<file path="src/rtl/game_fsm.sv">
// -----------------------------------------------------------------------------
// game_fsm -- top-level sequencer for the dino game.
//
// Owns the 2-bit game state that steers the game clock generator and the
// renderers, counts the score in packed BCD on each rising edge of the
// generator's divided clock, ends the run on collision, and emits a one-cycle
// milestone pulse whenever the score reaches a multiple of 100.
//
// Optional feature macro: GAME_FSM_HISCORE_EN
//   defined   -> high_score register + unsigned compare on the START->END edge
//   undefined -> high_score is a constant 16'h0000 (no register, no compare)
//
// Parameters
//   RESET_CYCLES  cycles spent in RESET before re-entering START (1..255)
//
// Ports
//   clk         in   1   system clock
//   rst         in   1   synchronous active-high reset
//   btn_start   in   1   debounced start/restart button (level)
//   collision   in   1   dino/obstacle overlap (level)
//   game_clk    in   1   divided game clock, sampled as data in the clk domain
//   game_state  out  2   0 INIT, 1 START, 2 END, 3 RESET
//   score       out  16  current score, 4-digit packed BCD
//   high_score  out  16  best score since rst, packed BCD
//   milestone   out  1   one-cycle pulse when score hits a multiple of 100
// -----------------------------------------------------------------------------
module game_fsm #(
  parameter int unsigned RESET_CYCLES = 4
) (
  input  logic        clk,
  input  logic        rst,
  input  logic        btn_start,
  input  logic        collision,
  input  logic        game_clk,
  output logic [1:0]  game_state,
  output logic [15:0] score,
  output logic [15:0] high_score,
  output logic        milestone
);

  typedef enum logic [1:0] {
    S_INIT  = 2'd0,
    S_START = 2'd1,
    S_END   = 2'd2,
    S_RESET = 2'd3
  } state_e;

  localparam logic [7:0]  RCNT_LOAD = 8'(RESET_CYCLES - 1);
  localparam logic [15:0] SCORE_MAX = 16'h9999;

  // ---------------------------------------------------------------------------
  // State
  // ---------------------------------------------------------------------------
  state_e      state_q,     state_d;
  logic        btn_prev_q,  btn_prev_d;
  logic        gclk_prev_q, gclk_prev_d;
  logic [15:0] score_q,     score_d;
  logic        ms_q,        ms_d;
  logic [7:0]  rcnt_q,      rcnt_d;

  logic        start_pulse;
  logic        tick;
  logic [15:0] score_inc;

  // Packed-BCD +1 with ripple carry across the four digits. Saturation is
  // handled by the caller, so 9999 never reaches this function in use.
  function automatic logic [15:0] bcd_inc(input logic [15:0] v);
    logic [15:0] r;
    logic        carry;
    r     = v;
    carry = 1'b1;
    for (int i = 0; i < 4; i++) begin
      if (carry) begin
        if (v[i*4 +: 4] == 4'd9) begin
          r[i*4 +: 4] = 4'd0;
        end else begin
          r[i*4 +: 4] = v[i*4 +: 4] + 4'd1;
          carry       = 1'b0;
        end
      end
    end
    return r;
  endfunction

  // ---------------------------------------------------------------------------
  // Next-state logic
  // ---------------------------------------------------------------------------
  always_comb begin
    start_pulse = btn_start & ~btn_prev_q;
    tick        = game_clk  & ~gclk_prev_q;
    score_inc   = bcd_inc(score_q);

    state_d     = state_q;
    score_d     = score_q;
    ms_d        = 1'b0;
    rcnt_d      = rcnt_q;
    btn_prev_d  = btn_start;
    gclk_prev_d = game_clk;

    case (state_q)
      S_INIT: begin
        if (start_pulse) begin
          state_d = S_START;
          score_d = 16'h0000;
        end
      end

      S_START: begin
        // Collision takes priority over a coincident tick: the run ends on
        // the score shown before the tick.
        if (collision) begin
          state_d = S_END;
        end else if (tick && (score_q != SCORE_MAX)) begin
          score_d = score_inc;
          ms_d    = (score_inc[7:0] == 8'h00);
        end
      end

      S_END: begin
        // Score is left untouched so the final value stays on screen.
        if (start_pulse) begin
          state_d = S_RESET;
          rcnt_d  = RCNT_LOAD;
        end
      end

      S_RESET: begin
        // Dwell is RCNT_LOAD+1 cycles: the entry cycle counts as one.
        if (rcnt_q == 8'd0) begin
          state_d = S_START;
          score_d = 16'h0000;
        end else begin
          rcnt_d = rcnt_q - 8'd1;
        end
      end

      default: begin
        state_d = S_INIT;
      end
    endcase
  end

`ifdef GAME_FSM_HISCORE_EN
  // ---------------------------------------------------------------------------
  // High score: captured on the START->END edge. Packed BCD orders the same
  // way as its unsigned binary reading, so a plain compare is sufficient.
  // ---------------------------------------------------------------------------
  logic [15:0] hs_q, hs_d;

  always_comb begin
    hs_d = hs_q;
    if ((state_q == S_START) && collision && (score_q > hs_q)) begin
      hs_d = score_q;
    end
  end

  always_ff @(posedge clk) begin
    if (rst) begin
      hs_q <= 16'h0000;
    end else begin
      hs_q <= hs_d;
    end
  end

  assign high_score = hs_q;
`else
  assign high_score = 16'h0000;
`endif

  // ---------------------------------------------------------------------------
  // Registers
  // ---------------------------------------------------------------------------
  always_ff @(posedge clk) begin
    if (rst) begin
      state_q     <= S_INIT;
      btn_prev_q  <= 1'b0;
      gclk_prev_q <= 1'b0;
      score_q     <= 16'h0000;
      ms_q        <= 1'b0;
      rcnt_q      <= 8'd0;
    end else begin
      state_q     <= state_d;
      btn_prev_q  <= btn_prev_d;
      gclk_prev_q <= gclk_prev_d;
      score_q     <= score_d;
      ms_q        <= ms_d;
      rcnt_q      <= rcnt_d;
    end
  end

  assign game_state = state_q;
  assign score      = score_q;
  assign milestone  = ms_q;

endmodule

</file>
<file path="config.mk">
export PLATFORM = sky130hd
export DESIGN_NAME = game_fsm
export DESIGN_NICKNAME = d
export VERILOG_FILES = /design/src/rtl/game_fsm.sv
export SDC_FILE = /design/constraint.sdc
export NUM_CORES = 1
export LEC_CHECK = 0
export BUFFER_PORTS_ARGS = -buffer_cell sky130_fd_sc_hd__buf_4
export CORE_MARGIN = 2
export CORE_UTILIZATION = 25
export DETAILED_ROUTE_END_ITERATION = 10
export PLACE_DENSITY = 0.44
export RECOVER_POWER = 50
export SLEW_MARGIN = 30
export SYNTH_ARGS = -nofsm -noshare
export SYNTH_HDL_FRONTEND = slang
export SYNTH_SLANG_ARGS = --single-unit
</file>
<file path="constraint.sdc">
create_clock -name clk -period 4.4 [get_ports clk]
set_input_delay 0.22 -clock clk [delete_from_list [all_inputs] [get_ports clk]]
set_output_delay 0.22 -clock clk [all_outputs]
set_load 0.02 [all_outputs]
</file>
==> results.rst, run 1 <==
.. list-table::
   :header-rows: 1

   * - Metric
     - Value
   * - Critical Path End Type
     - flip-flop
   * - Proportion of register bits with asynchronous set or reset after synthesis
     - 0
   * - Number of antenna violations at the first check in global routing
     - 0
   * - Die X-Extent
     - just over 90 um
   * - Result of the run
     - finished, final reports clean
   * - DRC errors left
     - 0
   * - Vias after detailed routing
     - 1633
   * - Clock skew
     - around 0.003 ns
   * - Gate count after technology mapping
     - roughly 230
   * - Worst Setup Path Type
     - reg -> reg
   * - FF+latch count, synth
     - 29
   * - Die Height
     - between 90 and 100 um
   * - Placer Congestion
     - approximately 0.8
   * - Met1 Resource Use GR
     - 0.1465
   * - Number of H-tree levels
     - 2
   * - Multi-input gate area
     - 1157 um^2
   * - Part of the Yosys area used for sequential elements
     - 0.3073
   * - Setup repair bufs after CTS
     - 0
   * - Setup crit start kind
     - flip-flop
   * - Critical Path Fanout Max
     - 7
   * - Biggest area consumer among synthesized cells
     - sky130_fd_sc_hd__dfxtp_1
   * - Met3 layer usage reported by global route
     - 0.02822
   * - First-pass iteration count of the detailed router
     - 4
   * - Post-synthesis area per instance
     - roughly 8.4 um^2
   * - Total of fill cells in the finished design
     - ~820
   * - Total count of max-transition violations in the final report
     - 0
   * - Sequential cell area
     - around 580 um^2
   * - Number of buffers and inverters on the critical path
     - 0
   * - Clock-pin slew on the worst setup and hold paths
     - approximately 0.060 ns
   * - Type of the most critical hold path
     - in -> reg
   * - Most repeated cell in the gate-level netlist after synthesis
     - sky130_fd_sc_hd__dfxtp_1
   * - Total leakage power
     - around 0.8 nW
   * - Area of the core region
     - around 7300 um^2
   * - CTS-repair resized insts
     - 0
   * - Global-route wire length before repair
     - between 7 and 8 mm
   * - Final setup viols
     - 0
   * - Upper clock frequency limit
     - around 450 MHz
   * - Met2 track demand over resource in global routing
     - 0.1846
   * - Power density normalized to cell area
     - roughly 530 nW/um^2
   * - Synth top cells by count
     - sky130_fd_sc_hd__dfxtp_1 (29), sky130_fd_sc_hd__nor2_1 (18), sky130_fd_sc_hd__a21oi_1 (17), sky130_fd_sc_hd__buf_4 (16), sky130_fd_sc_hd__nand2_1 (15)
   * - Pin count of the biggest net entering global routing
     - 21
   * - Final core utilization
     - 0.2888
   * - Worst stage delay on the critical path
     - between 0.4 and 0.5 ns
   * - EDFF count, synth
     - 0
   * - Worst voltage drop across the vdd grid
     - about 0.13 mV
   * - Inserted Clock Buffers
     - 5
   * - Worst setup slack for register-to-register paths
     - approximately 2.2 ns
   * - Relative slew slack
     - 0.3221
   * - Clock root buffer master
     - sky130_fd_sc_hd__clkbuf_8
   * - Quantity of I/O buffers inserted on ports
     - 23
   * - Required @ worst endpoint
     - 4.60 ns
   * - Hold bufs inserted after CTS
     - 0
   * - Top area cells in the synthesized netlist
     - sky130_fd_sc_hd__dfxtp_1 (31%), sky130_fd_sc_hd__ha_1 (9.3%), sky130_fd_sc_hd__buf_4 (6.4%), sky130_fd_sc_hd__a21oi_1 (4.5%), sky130_fd_sc_hd__nor2_1 (3.6%)
   * - Die Footprint
     - between 8000 and 9000 um^2
   * - Floorplan row count
     - 31
   * - Standard cell with the maximum stage delay on the critical path
     - sky130_fd_sc_hd__dfxtp_1
   * - Diode insertion count for antenna repair
     - 0
   * - Max-cap viol count
     - 0
   * - Setup total negative slack
     - 0 ns
   * - TritonCTS clock tree
     - done
   * - Number of distinct library cell variants in the gate-level netlist after synthesis
     - 50
   * - Share of the clock period used by the worst path after layout
     - 0.5105
   * - Data arrival time of the critical path
     - ~2.5 ns
   * - Clock latency on the worst-skew pair
     - around 0.28 ns
   * - ANT nets after route
     - 0
   * - Actual slew at the worst max-slew pin
     - roughly 1.0 ns
   * - Share of post-route cells with drive strength above 1
     - 0.06024
   * - Tot GR Track Use
     - 0.1145
   * - Number of global-route vias before repair
     - roughly 1600
   * - Clock sink count
     - 29
   * - Warnings, synthesis
     - 0
   * - Most Crowded Layer GR
     - met2
   * - Area added between synthesis and finish
     - 11.46%
   * - CP delay by family, top
     - simple AND/OR/NAND/NOR gates
   * - 1st-iter DRT viols
     - about 160
   * - Top_reg_cell synth
     - sky130_fd_sc_hd__dfxtp_1
   * - Detail-routed net length per standard cell
     - ~13 um
   * - Cell breakdown of the critical path
     - ha_1 -> and4b_1 -> nand3_1 -> o21a_1 -> or4_1 -> a21oi_1
   * - Starting density of the core
     - 0.2591
   * - Total count of hold-check failures in the final report
     - 0
   * - Nets
     - approximately 270
   * - Mapped cell area
     - between 1500 and 2000 um^2
   * - Final Critical Period
     - around 2.2 ns
   * - Area share of the leading cell type in the synthesized netlist
     - 0.3073
   * - Number of vias per cell
     - between 4 and 5
   * - RSZ-0062 raised after global routing
     - no
   * - # IOs
     - 40
   * - Max Buffers Root-to-Sink
     - 2
   * - Total congestion overflow after global routing
     - 0
   * - Sum of net half-perimeters after detailed placement
     - roughly 3.4 mm
   * - Total wire length
     - ~4.5 mm
-- final cells by class --
type,count,share of cell area
Sequential cell,29,0.2757
Clock buffer,7,0.04575
Timing Repair Buffer,23,0.04635
Inverter,12,0.02139
Clock inverter,1,0.002377
Tap cell,99,0.05882
Multi-Input combinational cell,177,0.5496
-- cell usage in the layout, fill, tap and decap left out, drive strengths merged, types with 2 or more instances in the layout --
cell type	n
xor2	7
nor3	7
nand3b	5
nand4b	2
o21ai	12
ha	14
nor3b	4
a21oi	17
a311oi	4
and3b	3
o21a	2
conb	16
nor2	18
a21o	2
nand2	15
inv	12
nor2b	2
o41ai	2
o31ai	3
clkbuf	27
nand3	10
o211ai	2
buf	3
nor4	2
nand2b	3
and3	2
or4	3
dfxtp	29
nand4	3
a31oi	4
-- path summary, 6_finish.rpt --
kind	startpoint	endpoint	cells past startpoint
worst max-delay path	score[0]$_SDFFE_PP0P_	score[13]$_SDFFE_PP0P_	6
worst min-delay path	btn_start	btn_prev_q$_SDFF_PP0_	2
worst max register to register	score[0]$_SDFFE_PP0P_	score[13]$_SDFFE_PP0P_	6
worst min register to register	rcnt_q[7]$_SDFFE_PP0P_	rcnt_q[7]$_SDFFE_PP0P_	2
-- stage by stage --
step | instance area [um^2] | std cells | hold slack (ns) | power [mW] | setup WS (ns)
finish | 2106 | 348 | 0.1630 | 1.122 | 2.154
global route | 2106 | 348 | 0.1556 | 1.224 | 1.803
CTS | 2192 | 348 | 0.1592 | 1.162 | 2.166
detailed placement | 2091 | 340 | 0.4507 | 0.9134 | 2.193
global placement | 2091 | 340 | 0.4512 | 0.9124 | 2.186
floorplan | 1946 | 240 | 0.3482 | 0.8038 | 2.353
-- state kept, by name, summed over array words and instances (netlist names) --
name	flops
milestone	1
gclk_prev_q	1
game_state	2
rcnt_q	8
btn_prev_q	1
score	16
-- cells by family (layout without fill, tap and decap cells) --
logic type      count (synthesis)  after routing  synth area share
buf+inv                        34             43            0.1040
xor+xnor                        8              8           0.03709
mux                             1              1          0.005298
flops                          29             29            0.3073
compound gates                 55             55            0.1967
fa+ha+maj                      14             14           0.09272
simple gates                   83             83            0.2550
other cells                     1             16          0.001985
-- power by group --
part / internal [mW] / switching, mW
Sequential: 0.308 / 0.0568
Clock: 0.141 / 0.104
Combinational: 0.179 / 0.332
Total: 0.629 / 0.493
-- layer usage --
layer  vias to the layer above  routed length, um  part of all wire
met5                         -                  0                 0
met4                         0                 65             0.014
met3                         4                188             0.041
met2                        40               2075              0.46
met1                       766               2202              0.49
li1                        823                  -                 -
-- worst register-to-register path: stages (launching register included) --
cell	delay, ns
sky130_fd_sc_hd__dfxtp_1	0.45
sky130_fd_sc_hd__ha_1	0.24
sky130_fd_sc_hd__and4b_1	0.35
sky130_fd_sc_hd__nand3_1	0.24
sky130_fd_sc_hd__o21a_1	0.32
sky130_fd_sc_hd__or4_1	0.42
sky130_fd_sc_hd__a21oi_1	0.14
(Power assumes the default switching activity.)
==> run 2, diff against run 1 <==
==> constraint.sdc (replaced) <==
create_clock -name clk -period 2.3 [get_ports clk]
set_input_delay 0.115 -clock clk [delete_from_list [all_inputs] [get_ports clk]]
set_output_delay 0.115 -clock clk [all_outputs]
set_load 0.02 [all_outputs]
==> run 2 against run 1 <==
Effect of this change: fmax rose by 8.5%; power grew 100%; critical endpoint is now score[9]$_SDFFE_PP0P_; sequential power grew 92%.
==> results.rst, run 2 (synthesized netlist as in run 1, its figures left out) <==
.. list-table::
   :header-rows: 1

   * - Metric
     - Value
   * - Clock root buffer master
     - sky130_fd_sc_hd__clkbuf_8
   * - First-pass iteration count of the detailed router
     - 4
   * - ANT nets after route
     - 0
   * - Inserted Clock Buffers
     - 5
   * - Area of the core region
     - around 7300 um^2
   * - Actual slew at the worst max-slew pin
     - ~0.96 ns
   * - Number of antenna violations at the first check in global routing
     - 0
   * - Clock-pin slew on the worst setup and hold paths
     - about 0.06 ns
   * - Total wire length
     - 4.640 mm
   * - CP delay by family, top
     - simple AND/OR/NAND/NOR gates
   * - Number of H-tree levels
     - 2
   * - Cell breakdown of the critical path
     - inv_1 -> ha_1 -> and4b_1 -> nand3_1 -> o21a_1 -> or4_1 -> a21oi_1
   * - Pin count of the biggest net entering global routing
     - 21
   * - Total of fill cells in the finished design
     - approximately 820
   * - Total congestion overflow after global routing
     - 0
   * - Die Height
     - around 91 um
   * - Detail-routed net length per standard cell
     - 12.89 um
   * - DRC errors left
     - 0
   * - Worst hold path startpoint
     - btn_start
   * - Clock latency on the worst-skew pair
     - between 0.2 and 0.3 ns
   * - Type of the most critical hold path
     - in -> reg
   * - Leading cell type in the layout, fill and taps excluded
     - sky130_fd_sc_hd__dfxtp_1
   * - Share of the clock period used by the worst path after layout
     - 0.9001
   * - Global-route wire length before repair
     - around 7.7 mm
   * - Power density normalized to cell area
     - 1027 nW/um^2
   * - Worst Setup Path Type
     - reg -> reg
   * - Setup total negative slack
     - 0 ns
   * - Die Footprint
     - 8268 um^2
   * - Required @ worst endpoint
     - around 2.5 ns
   * - 1st-iter DRT viols
     - 64
   * - TritonCTS clock tree
     - done
   * - Worst stage delay on the critical path
     - just over 0.4 ns
   * - Upper clock frequency limit
     - around 480 MHz
   * - Setup crit start kind
     - flip-flop
   * - Hold bufs inserted after CTS
     - 0
   * - Worst setup slack for register-to-register paths
     - around 0.23 ns
   * - Standard cell with the maximum stage delay on the critical path
     - sky130_fd_sc_hd__or4_1
   * - Commonest non-fill, non-tap cells in the layout
     - sky130_fd_sc_hd__dfxtp_1 (29), sky130_fd_sc_hd__clkbuf_1 (22), sky130_fd_sc_hd__nor2_1 (18)
   * - Result of the run
     - finished, final reports clean
   * - Final Critical Period
     - roughly 2.1 ns
   * - Final setup viols
     - 0
   * - Tot GR Track Use
     - 0.1139
   * - Clock sink count
     - 29
   * - Min-Delay Endpoint
     - btn_prev_q$_SDFF_PP0_
   * - Relative slew slack
     - 0.3617
   * - Capture point of the worst reg-to-reg path
     - score[9]$_SDFFE_PP0P_
   * - Number of global-route vias before repair
     - about 1600
   * - Clock skew
     - between 0.0015 and 0.002 ns
   * - Total leakage power
     - between 0.8 and 0.9 nW
   * - R2r startpoint
     - score[1]$_SDFFE_PP0P_
   * - Logic depth of the worst register-to-register path
     - 7
   * - Share of post-route cells with drive strength above 1
     - 0.1034
   * - Hold slack final
     - 0.05895 ns
   * - Setup repair bufs after CTS
     - 0
   * - Number of buffers and inverters on the critical path
     - 1
   * - Max-cap viol count
     - 0
   * - Data arrival time of the critical path
     - 2.27 ns
   * - Die X-Extent
     - 90.93 um
   * - RSZ-0062 raised after global routing
     - no
   * - Diode insertion count for antenna repair
     - 0
   * - Total count of hold-check failures in the final report
     - 0
   * - Area added between synthesis and finish
     - 16.23%
   * - Quantity of I/O buffers inserted on ports
     - 23
   * - Nets
     - 280
   * - Hold Path Depth
     - 2
   * - Max FFs per register
     - 16
   * - Starting density of the core
     - 0.2591
   * - Critical Path End Type
     - flip-flop
   * - Worst voltage drop across the vdd grid
     - between 0.3 and 0.4 mV
   * - CTS-repair resized insts
     - 0
   * - Number of vias per cell
     - ~4.6
   * - Vias after detailed routing
     - between 1500 and 2000
   * - Max Buffers Root-to-Sink
     - 2
   * - Total count of max-transition violations in the final report
     - 0
   * - Placer Congestion
     - ~0.77
   * - # IOs
     - 40
   * - Critical Path Fanout Max
     - 6
   * - Floorplan row count
     - 31
   * - Sum of net half-perimeters after detailed placement
     - about 3.5 mm
[run 2: per-layer routing]
| layer | global-route usage | vias up | routed length (um) |
|---|---|---|---|
| met4 | 0.05556 | 0 | 85 |
| met3 | 0.02241 | 7 | 160 |
| met1 | 0.1436 | 773 | 2281 |
| li1 | - | 855 | - |
| met5 | 0 | - | 0 |
| met2 | 0.1852 | 36 | 2112 |
[run 2: through the flow]
step           std cells  power, mW  utilization  worst slack (ns)  area (um^2)
2_1_floorplan        240      1.538            -            0.2531         1946
3_3_place_gp         353      1.850       0.3001            0.3182         2188
3_5_place_dp         353      1.857       0.3001            0.2567         2188
4_1_cts              360      2.300       0.3119            0.2364         2275
5_1_grt              360      2.434       0.3011           0.02703         2196
6_report             360      2.256       0.3011            0.2298         2196
[run 2: worst max-delay path by stage]
stage                           from                endpoint  slack [ns]  cells after the start
6_report       score[1]$_SDFFE_PP0P_   score[9]$_SDFFE_PP0P_        0.23                      7
5_1_grt        score[1]$_SDFFE_PP0P_   score[9]$_SDFFE_PP0P_        0.03                      7
4_1_cts        score[1]$_SDFFE_PP0P_   score[9]$_SDFFE_PP0P_        0.24                      7
3_5_place_dp   score[1]$_SDFFE_PP0P_   score[9]$_SDFFE_PP0P_        0.26                      7
3_3_place_gp   score[1]$_SDFFE_PP0P_  score[13]$_SDFFE_PP0P_        0.32                      7
2_1_floorplan  score[0]$_SDFFE_PP0P_  score[13]$_SDFFE_PP0P_        0.25                      7
[run 2: worst reg2reg max path, cell delays in order (launching register included)]
cell and delay [ns]:
sky130_fd_sc_hd__dfxtp_1 0.34, sky130_fd_sc_hd__inv_1 0.06, sky130_fd_sc_hd__ha_1 0.18, sky130_fd_sc_hd__and4b_1 0.33, sky130_fd_sc_hd__nand3_1 0.22, sky130_fd_sc_hd__o21a_1 0.29, sky130_fd_sc_hd__or4_1 0.41, sky130_fd_sc_hd__a21oi_1 0.15
[run 2: area by class of cell]
cell class,count,area [um^2],area share
sequential,29,580.6,0.2644
inverter,12,45.04,0.02051
clock buffer,7,86.33,0.03932
multi-input combinational,177,1169,0.5322
timing repair buffer,36,191.4,0.08718
tap,99,123.9,0.05641
[run 2: report_power, final]
group | leakage (nW) | total, mW | switching [mW] | internal (mW)
registers | 0.235 | 0.701 | 0.111 | 0.590
clock network | 0.0443 | 0.430 | 0.193 | 0.237
logic | 0.557 | 1.13 | 0.690 | 0.435
total | 0.836 | 2.26 | 0.993 | 1.26
==> run 3, diff against run 2 <==
--- a/config.mk
+++ b/config.mk
@@ -8,8 +8,8 @@
 export BUFFER_PORTS_ARGS = -buffer_cell sky130_fd_sc_hd__buf_4
 export CORE_MARGIN = 2
 export CORE_UTILIZATION = 25
+export CTS_BUF_LIST = sky130_fd_sc_hd__clkbuf_2 sky130_fd_sc_hd__clkbuf_4 sky130_fd_sc_hd__clkbuf_8
 export DETAILED_ROUTE_END_ITERATION = 10
-export PLACE_DENSITY = 0.44
 export RECOVER_POWER = 50
 export SLEW_MARGIN = 30
 export SYNTH_ARGS = -nofsm -noshare
==> run 3 against run 2 <==
Effect of this change: worst hold slack lost 0.0027 ns; count of clock-buffer cells in the layout is the same; setup slack lost 0.029 ns; die area is the same; non-clock buffer count shrank 5; final cell count shrank 1.1%; utilization shrank 0.24 points; critical path type unchanged; wire length shrank 2.2%; clock power grew 10%; first-iteration DRC count grew 61%; combinational power shrank 4%; critical endpoint is now score[13]$_SDFFE_PP0P_; sequential cell count is the same.
==> results.rst, run 3 (synthesized netlist as in run 1, its figures left out) <==
.. list-table::
   :header-rows: 1

   * - Metric
     - Value
   * - Detail-routed net length per standard cell
     - between 10 and 15 um
   * - Nets
     - about 280
   * - Required @ worst endpoint
     - 2.50 ns
   * - Critical Path Fanout Max
     - 7
   * - Total wire length
     - 4.539 mm
   * - First-pass iteration count of the detailed router
     - 4
   * - Tot GR Track Use
     - 0.1154
   * - Total congestion overflow after global routing
     - 0
   * - Placer Congestion
     - between 0.8 and 0.9
   * - Vias after detailed routing
     - between 1500 and 2000
   * - Area of the core region
     - roughly 7300 um^2
   * - Setup total negative slack
     - 0 ns
   * - Share of post-route cells with drive strength above 1
     - 0.09728
   * - Quantity of I/O buffers inserted on ports
     - 23
   * - Share of the clock period used by the worst path after layout
     - 0.9128
   * - Hold Path Depth
     - 2
   * - Number of global-route vias before repair
     - 1648
   * - Clock root buffer master
     - sky130_fd_sc_hd__clkbuf_8
   * - Relative slew slack
     - 0.3556
   * - RSZ-0062 raised after global routing
     - no
   * - Worst voltage drop across the vdd grid
     - roughly 0.27 mV
   * - Diode insertion count for antenna repair
     - 0
   * - Critical Path End Type
     - flip-flop
   * - Number of vias per cell
     - between 4 and 5
   * - Die Height
     - around 90 um
   * - Max FFs per register
     - 16
   * - Total count of hold-check failures in the final report
     - 0
   * - Actual slew at the worst max-slew pin
     - between 0.9 and 1 ns
   * - Number of antenna violations at the first check in global routing
     - 0
   * - Commonest non-fill, non-tap cells in the layout
     - sky130_fd_sc_hd__dfxtp_1 (29), sky130_fd_sc_hd__clkbuf_1 (21), sky130_fd_sc_hd__nor2_1 (18)
   * - Power density normalized to cell area
     - approximately 1000 nW/um^2
   * - Total leakage power
     - just over 0.8 nW
   * - DRC errors left
     - 0
   * - Worst Setup Path Type
     - reg -> reg
   * - Hold bufs inserted after CTS
     - 0
   * - Global-route wire length before repair
     - a little under 8 mm
   * - Starting density of the core
     - 0.2591
   * - Final Critical Period
     - 2.100 ns
   * - Number of H-tree levels
     - 2
   * - Upper clock frequency limit
     - about 480 MHz
   * - Setup repair bufs after CTS
     - 0
   * - Result of the run
     - finished, final reports clean
   * - Floorplan row count
     - 31
   * - Logic depth of the worst register-to-register path
     - 6
   * - TritonCTS clock tree
     - done
   * - Post-route cell area
     - approximately 2200 um^2
   * - # IOs
     - 40
   * - CTS-repair resized insts
     - 0
   * - Area added between synthesis and finish
     - 15.30%
   * - Post-route total power
     - ~2.3 mW
   * - ANT nets after route
     - 0
   * - Hold slack final
     - 0.05620 ns
   * - 1st-iter DRT viols
     - roughly 100
   * - Die X-Extent
     - 90.93 um
   * - Max-cap viol count
     - 0
   * - Sum of net half-perimeters after detailed placement
     - roughly 3.4 mm
   * - Clock sink count
     - 29
   * - Data arrival time of the critical path
     - about 2.3 ns
   * - Clock-pin slew on the worst setup and hold paths
     - 0.07 ns
   * - Clock latency on the worst-skew pair
     - between 0.2 and 0.3 ns
   * - Area after DPL
     - between 2000 and 2500 um^2
   * - Total count of max-transition violations in the final report
     - 0
   * - Total of fill cells in the finished design
     - around 820
   * - Leading cell type in the layout, fill and taps excluded
     - sky130_fd_sc_hd__dfxtp_1
   * - Max Buffers Root-to-Sink
     - 2
   * - Type of the most critical hold path
     - in -> reg
   * - Final setup viols
     - 0
   * - Clock skew
     - 0.006152 ns
   * - Die Footprint
     - roughly 8300 um^2
   * - Pin count of the biggest net entering global routing
     - 21
   * - Inserted Clock Buffers
     - 5
   * - Setup crit start kind
     - flip-flop
run 3: worst paths after layout:
kind / start / end / slack [ns]
min: btn_start / btn_prev_q$_SDFF_PP0_ / 0.06
max reg2reg: score[0]$_SDFFE_PP0P_ / score[13]$_SDFFE_PP0P_ / 0.20
min reg2reg: rcnt_q[7]$_SDFFE_PP0P_ / rcnt_q[7]$_SDFFE_PP0P_ / 0.50
max: score[0]$_SDFFE_PP0P_ / score[13]$_SDFFE_PP0P_ / 0.20
run 3: per-stage QoR:
stage	setup slack (ns)	std cells	utilization
2_1_floorplan	0.2531	240	-
6_report	0.2005	356	0.2987
4_1_cts	0.1693	356	0.3089
3_3_place_gp	0.2504	348	0.2950
3_5_place_dp	0.1875	348	0.2950
5_1_grt	0.03565	356	0.2987
run 3: power by group:
part           switching (mW)  internal, mW  leakage, nW  total (mW)
registers               0.120         0.590        0.235       0.709
logic                   0.673         0.416        0.532        1.09
clock network           0.205         0.270       0.0542       0.475
run 3: cell type report:
class,count,area (um^2),area share
repair buffers,31,153.9,0.07065
clock inverters,1,5.005,0.002298
multi-input cells,177,1174,0.5388
inverters,12,45.04,0.02068
flip-flops and latches,29,580.6,0.2665
well taps,99,123.9,0.05686
clock buffers,7,96.34,0.04423
run 3: metal layers:
metal  part of all wire  vias to the layer above  global-route usage
li1                   -                      839                   -
met1               0.48                      782              0.1522
met2               0.46                       44              0.1895
met3              0.043                        6             0.02573
met4              0.011                        0             0.03157
met5                  0                        -                   0
run 3: critical path, cell delays in order, from the launching register on:
cell and delay (ns):
sky130_fd_sc_hd__dfxtp_1 0.44, sky130_fd_sc_hd__ha_1 0.23, sky130_fd_sc_hd__and4b_1 0.35, sky130_fd_sc_hd__nand3_2 0.17
sky130_fd_sc_hd__o21a_1 0.28, sky130_fd_sc_hd__or4_1 0.41, sky130_fd_sc_hd__a21oi_1 0.14
